[src/rtl/mem_arb_pkg.sv]
// Shared types and constants for the memory-port arbiter.
//   arb_state_t : transaction state machine encoding (IDLE, ISSUE, WAIT, DONE)
//   ARB_FIXED   : RR_MODE value selecting fixed priority (port 0 highest)
//   ARB_RR      : RR_MODE value selecting round-robin arbitration
package mem_arb_pkg;

  typedef enum logic [1:0] {
    IDLE,
    ISSUE,
    WAIT,
    DONE
  } arb_state_t;

  localparam int ARB_FIXED = 0;
  localparam int ARB_RR    = 1;

endpackage

[src/rtl/mem_arb_pick.sv]
// Rotated priority encoder used to pick the next owner of the memory port.
// The search starts at ptr (round robin) or at 0 (fixed priority) and wraps.
//   mask    in  NUM_PORTS  eligible requesters
//   ptr     in  IDX_W      round-robin start index (ignored in fixed mode)
//   rr_mode in  1          1 = start the search at ptr, 0 = start at port 0
//   valid   out 1          at least one port is eligible
//   winner  out IDX_W      index of the selected port
module mem_arb_pick #(
  parameter int NUM_PORTS = 2,
  parameter int IDX_W     = $clog2(NUM_PORTS)
) (
  input  logic [NUM_PORTS-1:0] mask,
  input  logic [IDX_W-1:0]     ptr,
  input  logic                 rr_mode,
  output logic                 valid,
  output logic [IDX_W-1:0]     winner
);

  logic [2*NUM_PORTS-1:0] doubled;
  logic [NUM_PORTS-1:0]   rotated;
  logic [IDX_W-1:0]       base;
  logic [IDX_W:0]         sum;

  // NOTE: every variable gets a default at the top of the block, so no path
  // leaves one unassigned and no latch is inferred.
  always_comb begin
    base    = rr_mode ? ptr : '0;
    // Bit i of rotated is port (base + i) mod NUM_PORTS, since base < NUM_PORTS.
    doubled = {mask, mask} >> base;
    rotated = doubled[NUM_PORTS-1:0];
    valid   = |mask;
    winner  = '0;
    sum     = '0;
    // Scan downward so the lowest rotated offset is the last one written.
    for (int i = NUM_PORTS - 1; i >= 0; i--) begin
      if (rotated[i]) begin
        sum    = {1'b0, base} + (IDX_W+1)'(i);
        winner = (sum >= (IDX_W+1)'(NUM_PORTS)) ? IDX_W'(sum - (IDX_W+1)'(NUM_PORTS))
                                                 : IDX_W'(sum);
      end
    end
  end

endmodule

[src/rtl/mem_arbiter.sv]
// N-port arbiter sharing one memory controller port, one transaction at a time.
// Typical hookup: init on port 0, CPU on port 1, lock_en = ~cpu_enable and
// lock_sel = 0 reproduce the old static init/CPU select.
//   clk, rst              clock and synchronous active-high reset
//   port_addr/data_in     per-port address and write data (port i at slice i)
//   port_r_en/port_w_en   per-port level requests; both high means write
//   port_cplt             one-cycle completion pulse to the owning port
//   port_rd_data          last read data, shared by all ports
//   lock_en/lock_sel      restrict eligibility to a single port
//   mem_*                 memory controller command/response interface
//   busy                  high whenever a transaction is in flight
//   grant_idx             current or most recent owner
module mem_arbiter
  import mem_arb_pkg::*;
#(
  parameter int NUM_PORTS  = 2,
  parameter int ADDR_WIDTH = 24,
  parameter int DATA_WIDTH = 16,
  parameter int RR_MODE    = ARB_FIXED,
  localparam int IDX_W     = $clog2(NUM_PORTS)
) (
  input  logic                            clk,
  input  logic                            rst,
  input  logic [NUM_PORTS*ADDR_WIDTH-1:0] port_addr,
  input  logic [NUM_PORTS*DATA_WIDTH-1:0] port_data_in,
  input  logic [NUM_PORTS-1:0]            port_r_en,
  input  logic [NUM_PORTS-1:0]            port_w_en,
  output logic [NUM_PORTS-1:0]            port_cplt,
  output logic [DATA_WIDTH-1:0]           port_rd_data,
  input  logic                            lock_en,
  input  logic [IDX_W-1:0]                lock_sel,
  output logic [ADDR_WIDTH-1:0]           mem_addr,
  output logic [DATA_WIDTH-1:0]           mem_data_in,
  output logic                            mem_r_en,
  output logic                            mem_w_en,
  input  logic                            mem_rdy,
  input  logic                            mem_cplt,
  input  logic [DATA_WIDTH-1:0]           mem_data_out,
  output logic                            busy,
  output logic [IDX_W-1:0]                grant_idx
);

  localparam logic RR_EN = (RR_MODE == ARB_RR);

  arb_state_t state, next_state;

  logic [IDX_W-1:0]      rr_ptr;
  logic                  op_write;
  logic [NUM_PORTS-1:0]  req, eligible, lock_mask;
  logic                  pick_valid;
  logic [IDX_W-1:0]      pick_idx;
  logic                  grant;
  logic [ADDR_WIDTH-1:0] win_addr;
  logic [DATA_WIDTH-1:0] win_data;
  logic                  win_write;

  assign req       = port_r_en | port_w_en;
  assign lock_mask = NUM_PORTS'(1) << lock_sel;
  assign eligible  = lock_en ? (req & lock_mask) : req;

  mem_arb_pick #(
    .NUM_PORTS (NUM_PORTS),
    .IDX_W     (IDX_W)
  ) u_pick (
    .mask    (eligible),
    .ptr     (rr_ptr),
    .rr_mode (RR_EN),
    .valid   (pick_valid),
    .winner  (pick_idx)
  );

  // Mux out the winner's command; a write takes precedence over a read.
  always_comb begin
    win_addr  = '0;
    win_data  = '0;
    win_write = 1'b0;
    for (int i = 0; i < NUM_PORTS; i++) begin
      if (pick_idx == IDX_W'(i)) begin
        win_addr  = port_addr[i*ADDR_WIDTH +: ADDR_WIDTH];
        win_data  = port_data_in[i*DATA_WIDTH +: DATA_WIDTH];
        win_write = port_w_en[i];
      end
    end
  end

  always_comb begin
    next_state = state;
    grant      = 1'b0;
    case (state)
      IDLE: begin
        if (pick_valid && mem_rdy) begin
          grant      = 1'b1;
          next_state = ISSUE;
        end
      end
      ISSUE:   next_state = WAIT;
      WAIT:    if (mem_cplt) next_state = DONE;
      DONE:    next_state = IDLE;
      default: next_state = IDLE;
    endcase
  end

  // NOTE: clocked state uses non-blocking assignments so every register
  // samples pre-edge values regardless of statement or process order.
  always_ff @(posedge clk) begin
    if (rst) state <= IDLE;
    else     state <= next_state;
  end

  // NOTE: the data registers are reset as well as the control bits because
  // every output, including address and read data, must read 0 after reset.
  always_ff @(posedge clk) begin
    if (rst) begin
      rr_ptr       <= '0;
      op_write     <= 1'b0;
      grant_idx    <= '0;
      mem_addr     <= '0;
      mem_data_in  <= '0;
      mem_r_en     <= 1'b0;
      mem_w_en     <= 1'b0;
      port_cplt    <= '0;
      port_rd_data <= '0;
      busy         <= 1'b0;
    end else begin
      mem_r_en  <= 1'b0;
      mem_w_en  <= 1'b0;
      port_cplt <= '0;
      busy      <= (next_state != IDLE);
      if (grant) begin
        grant_idx   <= pick_idx;
        op_write    <= win_write;
        mem_addr    <= win_addr;
        mem_data_in <= win_data;
        mem_w_en    <= win_write;
        mem_r_en    <= ~win_write;
      end
      // Completion outside WAIT is ignored; port_rd_data only follows reads.
      if (state == WAIT && mem_cplt) begin
        port_cplt <= NUM_PORTS'(1) << grant_idx;
        if (!op_write) port_rd_data <= mem_data_out;
      end
      if (RR_EN && state == DONE) begin
        rr_ptr <= (grant_idx == IDX_W'(NUM_PORTS - 1)) ? '0 : grant_idx + 1'b1;
      end
    end
  end

endmodule

[config.mk]
export PLATFORM = sky130hd
export DESIGN_NAME = mem_arbiter
export DESIGN_NICKNAME = d
export VERILOG_FILES = /design/src/rtl/mem_arb_pkg.sv /design/src/rtl/mem_arb_pick.sv /design/src/rtl/mem_arbiter.sv
export SDC_FILE = /design/constraint.sdc
export NUM_CORES = 1
export LEC_CHECK = 0
export CAP_MARGIN = 10
export CORE_UTILIZATION = 38
export CTS_BUF_LIST = sky130_fd_sc_hd__clkbuf_2 sky130_fd_sc_hd__clkbuf_4 sky130_fd_sc_hd__clkbuf_8
export CTS_CLUSTER_SIZE = 14
export DETAILED_ROUTE_END_ITERATION = 10
export PLACE_DENSITY = 0.82
export SYNTH_ARGS = -nofsm -noshare
export SYNTH_HDL_FRONTEND = slang
export SYNTH_SLANG_ARGS = --single-unit
[constraint.sdc]
create_clock -name clk -period 1.9 [get_ports clk]
set_clock_uncertainty 0.05 [all_clocks]
set_input_delay 0.38 -clock clk [delete_from_list [all_inputs] [get_ports clk]]
set_output_delay 0.38 -clock clk [all_outputs]
set_load 0.05 [all_outputs]
==> results of run 1 <==
==> worst min path at each step <==
stage | start | end | slack, ns | cells past startpoint
after floorplan | op_write | op_write | 0.41 | 2
after global placement | port_rd_data[9] | port_rd_data[9] | 0.39 | 2
after detailed placement | port_rd_data[0] | port_rd_data[0] | 0.40 | 2
after CTS | rst | grant_idx | 0.39 | 2
after global routing | rst | mem_addr[23] | 0.42 | 2
final | rst | grant_idx | 0.40 | 2
==> state kept, by name, summed over array words and instances, names as in the netlist <==
name	flops
port_rd_data	16
busy	1
state	2
port_cplt	2
op_write	1
grant_idx	1
mem_addr	24
mem_data_in	16
mem_w_en	1
mem_r_en	1
==> report_power, final <==
part           switching [W]  internal (W)  total [W]
Clock               0.000512      0.000681    0.00119
Sequential          0.000169       0.00168    0.00184
Combinational        0.00200      0.000997    0.00300
Total                0.00268       0.00335    0.00604
==> area by class of cell <==
type	count	area (µm²)
clock buffers	12	158.9
clock inverters	3	40.04
fillers	580	2081
inverters	3	11.26
multi-input cells	250	1425
flip-flops and latches	65	1301
well taps	96	120.1
repair buffers	193	1807
==> placed cells by master (no fill, tap or decap), drive strengths merged, types with 2 or more instances in the layout <==
cell type / Yosys / routed
nor3b: 2 / 2
buf: 5 / 73
a311oi: 40 / 40
clkdlybuf4s50: 0 / 97
dfxtp: 65 / 65
dlymetal6s2s: 0 / 6
ha: 3 / 3
clkinv: 0 / 2
nor3: 3 / 3
nor2: 6 / 9
dlygate4sd2: 0 / 17
clkbuf: 26 / 12
o21ai: 2 / 2
inv: 3 / 3
nand2: 113 / 113
nor2b: 2 / 2
a21oi: 59 / 59
o21bai: 2 / 2
o21a: 3 / 3
==> through the flow <==
step / TNS [ns] / worst slack, ns / cells / area [µm²] / hold WS [ns]
4_1_cts: -0.07098 / -0.02062 / 620 / 4823 / 0.3943
3_5_place_dp: -28.38 / -0.7024 / 601 / 4574 / 0.3955
5_1_grt: 0 / 0.01328 / 622 / 4863 / 0.4166
2_1_floorplan: 0 / 0.2462 / 346 / 2779 / 0.4124
6_report: 0 / 0.06080 / 622 / 4863 / 0.3985
3_3_place_gp: -25.53 / -0.6305 / 601 / 4574 / 0.3905
==> routing by layer <==
metal  share of wire, %  global-route usage, %
met4                1.2                  8.048
met3                8.9                  7.962
met1                 41                  29.67
met5                  0                      0
met2                 49                  45.95
==> worst max-delay path, cell delays in order <==
cell           delay [ns]
dlygate4sd2_1        0.30
nor2_1               0.09
a221o_2              0.48
buf_6                0.15
or4_4                0.52
a21oi_2              0.14
==> cells by family after synthesis <==
family | after synthesis | share of synthesized area (%)
simple gates | 133 | 19.27
compound gates | 111 | 27.42
flops | 65 | 46.83
buf+inv | 34 | 5.133
fa+ha+maj | 3 | 1.351
==> repair_timing <==
| action | in CTS | in global routing |
|---|---|---|
| resized for setup | 24 | 7 |
| gates cloned | 2 | 1 |
| pin swaps | 4 | 1 |
| endpoints found under the setup margin | 52 | 27 |
| setup buffers | 2 | 1 |
==> out/summary.txt, run 1 <==
Finished Core Util -> 70.04%
Overall power -> 0.006037 W
H-tree depth -> 3
Unique masters post-synth -> 29
Reg2reg start -> state[0]
Total grt overflow -> 0
Top-count cell post-synth -> nand2_1
Worst Setup SP -> port_w_en[0]
Root buf cell -> clkbuf_8
Diodes inserted -> 0
Post-route ant nets -> 0
Pwr per Cell Area -> 1241 mW/mm²
Top post-synthesis cells by area -> dfxtp_1 (47%), nand2_1 (15%), a311oi_1 (12%)
Worst Hold Class -> input port to register
Clock-pin transition on the worst setup and hold timing paths -> 0.07 ns
WL per Instance -> 16.14 µm
Clock buffer depth -> 2
Max Cap Violations -> 0
First-pass DRT Iterations -> 5
Post-DP HPWL -> 6564 µm
Starting density of the core -> 40.02%
Yosys reg bits -> 65
Hold buffers post-CTS -> 0
Yosys warns -> 0
Initial DRC count -> 126
# rows -> 30
Vias in the first global route -> 3,180
RSZ-0062 raised after global routing -> false
R2R Path End -> mem_data_in[5]
Gpl congestion -> 0.7810
I/O Buffers -> 167
Share of the synthesized area in the top cell type -> 46.83%
Area Overhead vs Synth -> 75.01%
Post-synth top cells -> nand2_1 (113), dfxtp_1 (65), a21oi_1 (59), a311oi_1 (37), clkbuf_1 (26)
Post-synthesis net count -> 455
Synth Cell Area -> 0.002779 mm²
Synth area leader -> dfxtp_1
Largest net degree at the start of global routing -> 42
Crit path capture -> op_write
Async set-or-reset flop fraction in the synthesized netlist -> 0%
Worst-Skew Late Latency -> 0.34 ns
Slew Viols, Final -> 0
Sink Count -> 65
Via/cell ratio -> 5.278
Post-synthesis sequential area ratio -> 46.83%
Die Footprint -> 0.007659 mm²
Path depth of the worst reg2reg path -> 5
Top FF cell, synth -> dfxtp_1
Critical Path Start Type -> input port
Status -> complete, no violations
Chip height -> 87.52 µm
Gate Count Post-Synth -> 346
Leakage -> 2.086 nW
CP arrival -> 2.07 ns
EDFF count, synth -> 0
Final-report hold violation count -> 0
IO Count -> 168
Layout cells sized above 1 -> 19.58%
Initial antenna violation count -> 0
Num CTS Buffers -> 9
Period minus WS final -> 1.839 ns
Period utilisation layout -> 96.80%
Fmax -> 0.5437 GHz
Critical Path Fanout Max -> 4
Critical Path RT -> 2.13 ns
TritonCTS clock tree -> yes
Synth Area per Inst -> 8.032 µm²
Vias -> 3,283
# DRC -> 0
First-pass GRT wire length -> 15,300 µm
Peak supply drop -> 0.6009 mV
Slew margin rel. -> 61.10%
Crit path capture type -> register
Worst slew pin tran -> 0.5829 ns
Core area -> 0.006944 mm²
Gr usage total -> 25.86%
Die X -> 87.52 µm
Post-layout net count -> 631
Kind of critical path -> input port to register
R2R setup slack -> 0.16 ns
Routed WL -> 10,040 µm
Final setup fails -> 0
No activity file was read; power rests on OpenSTA's default activity.
==> run 2: changes to the inputs <==
--- a/config.mk
+++ b/config.mk
@@ -8,9 +8,9 @@
 export CAP_MARGIN = 10
 export CORE_UTILIZATION = 38
 export CTS_BUF_LIST = sky130_fd_sc_hd__clkbuf_2 sky130_fd_sc_hd__clkbuf_4 sky130_fd_sc_hd__clkbuf_8
-export CTS_CLUSTER_SIZE = 14
 export DETAILED_ROUTE_END_ITERATION = 10
 export PLACE_DENSITY = 0.82
+export SLEW_MARGIN = 20
 export SYNTH_ARGS = -nofsm -noshare
 export SYNTH_HDL_FRONTEND = slang
 export SYNTH_SLANG_ARGS = --single-unit
==> results of run 2 <==
Same layout as run 1: the final DEF is identical, and so are final timing and power.
==> run 3: changes to the inputs <==
--- a/config.mk
+++ b/config.mk
@@ -5,6 +5,7 @@
 export SDC_FILE = /design/constraint.sdc
 export NUM_CORES = 1
 export LEC_CHECK = 0
+export ABC_CLOCK_PERIOD_IN_PS = 1900
 export CAP_MARGIN = 10
 export CORE_UTILIZATION = 38
 export CTS_BUF_LIST = sky130_fd_sc_hd__clkbuf_2 sky130_fd_sc_hd__clkbuf_4 sky130_fd_sc_hd__clkbuf_8
==> results of run 3 <==
Same layout as run 1: the final DEF is identical, and so are final timing and power.
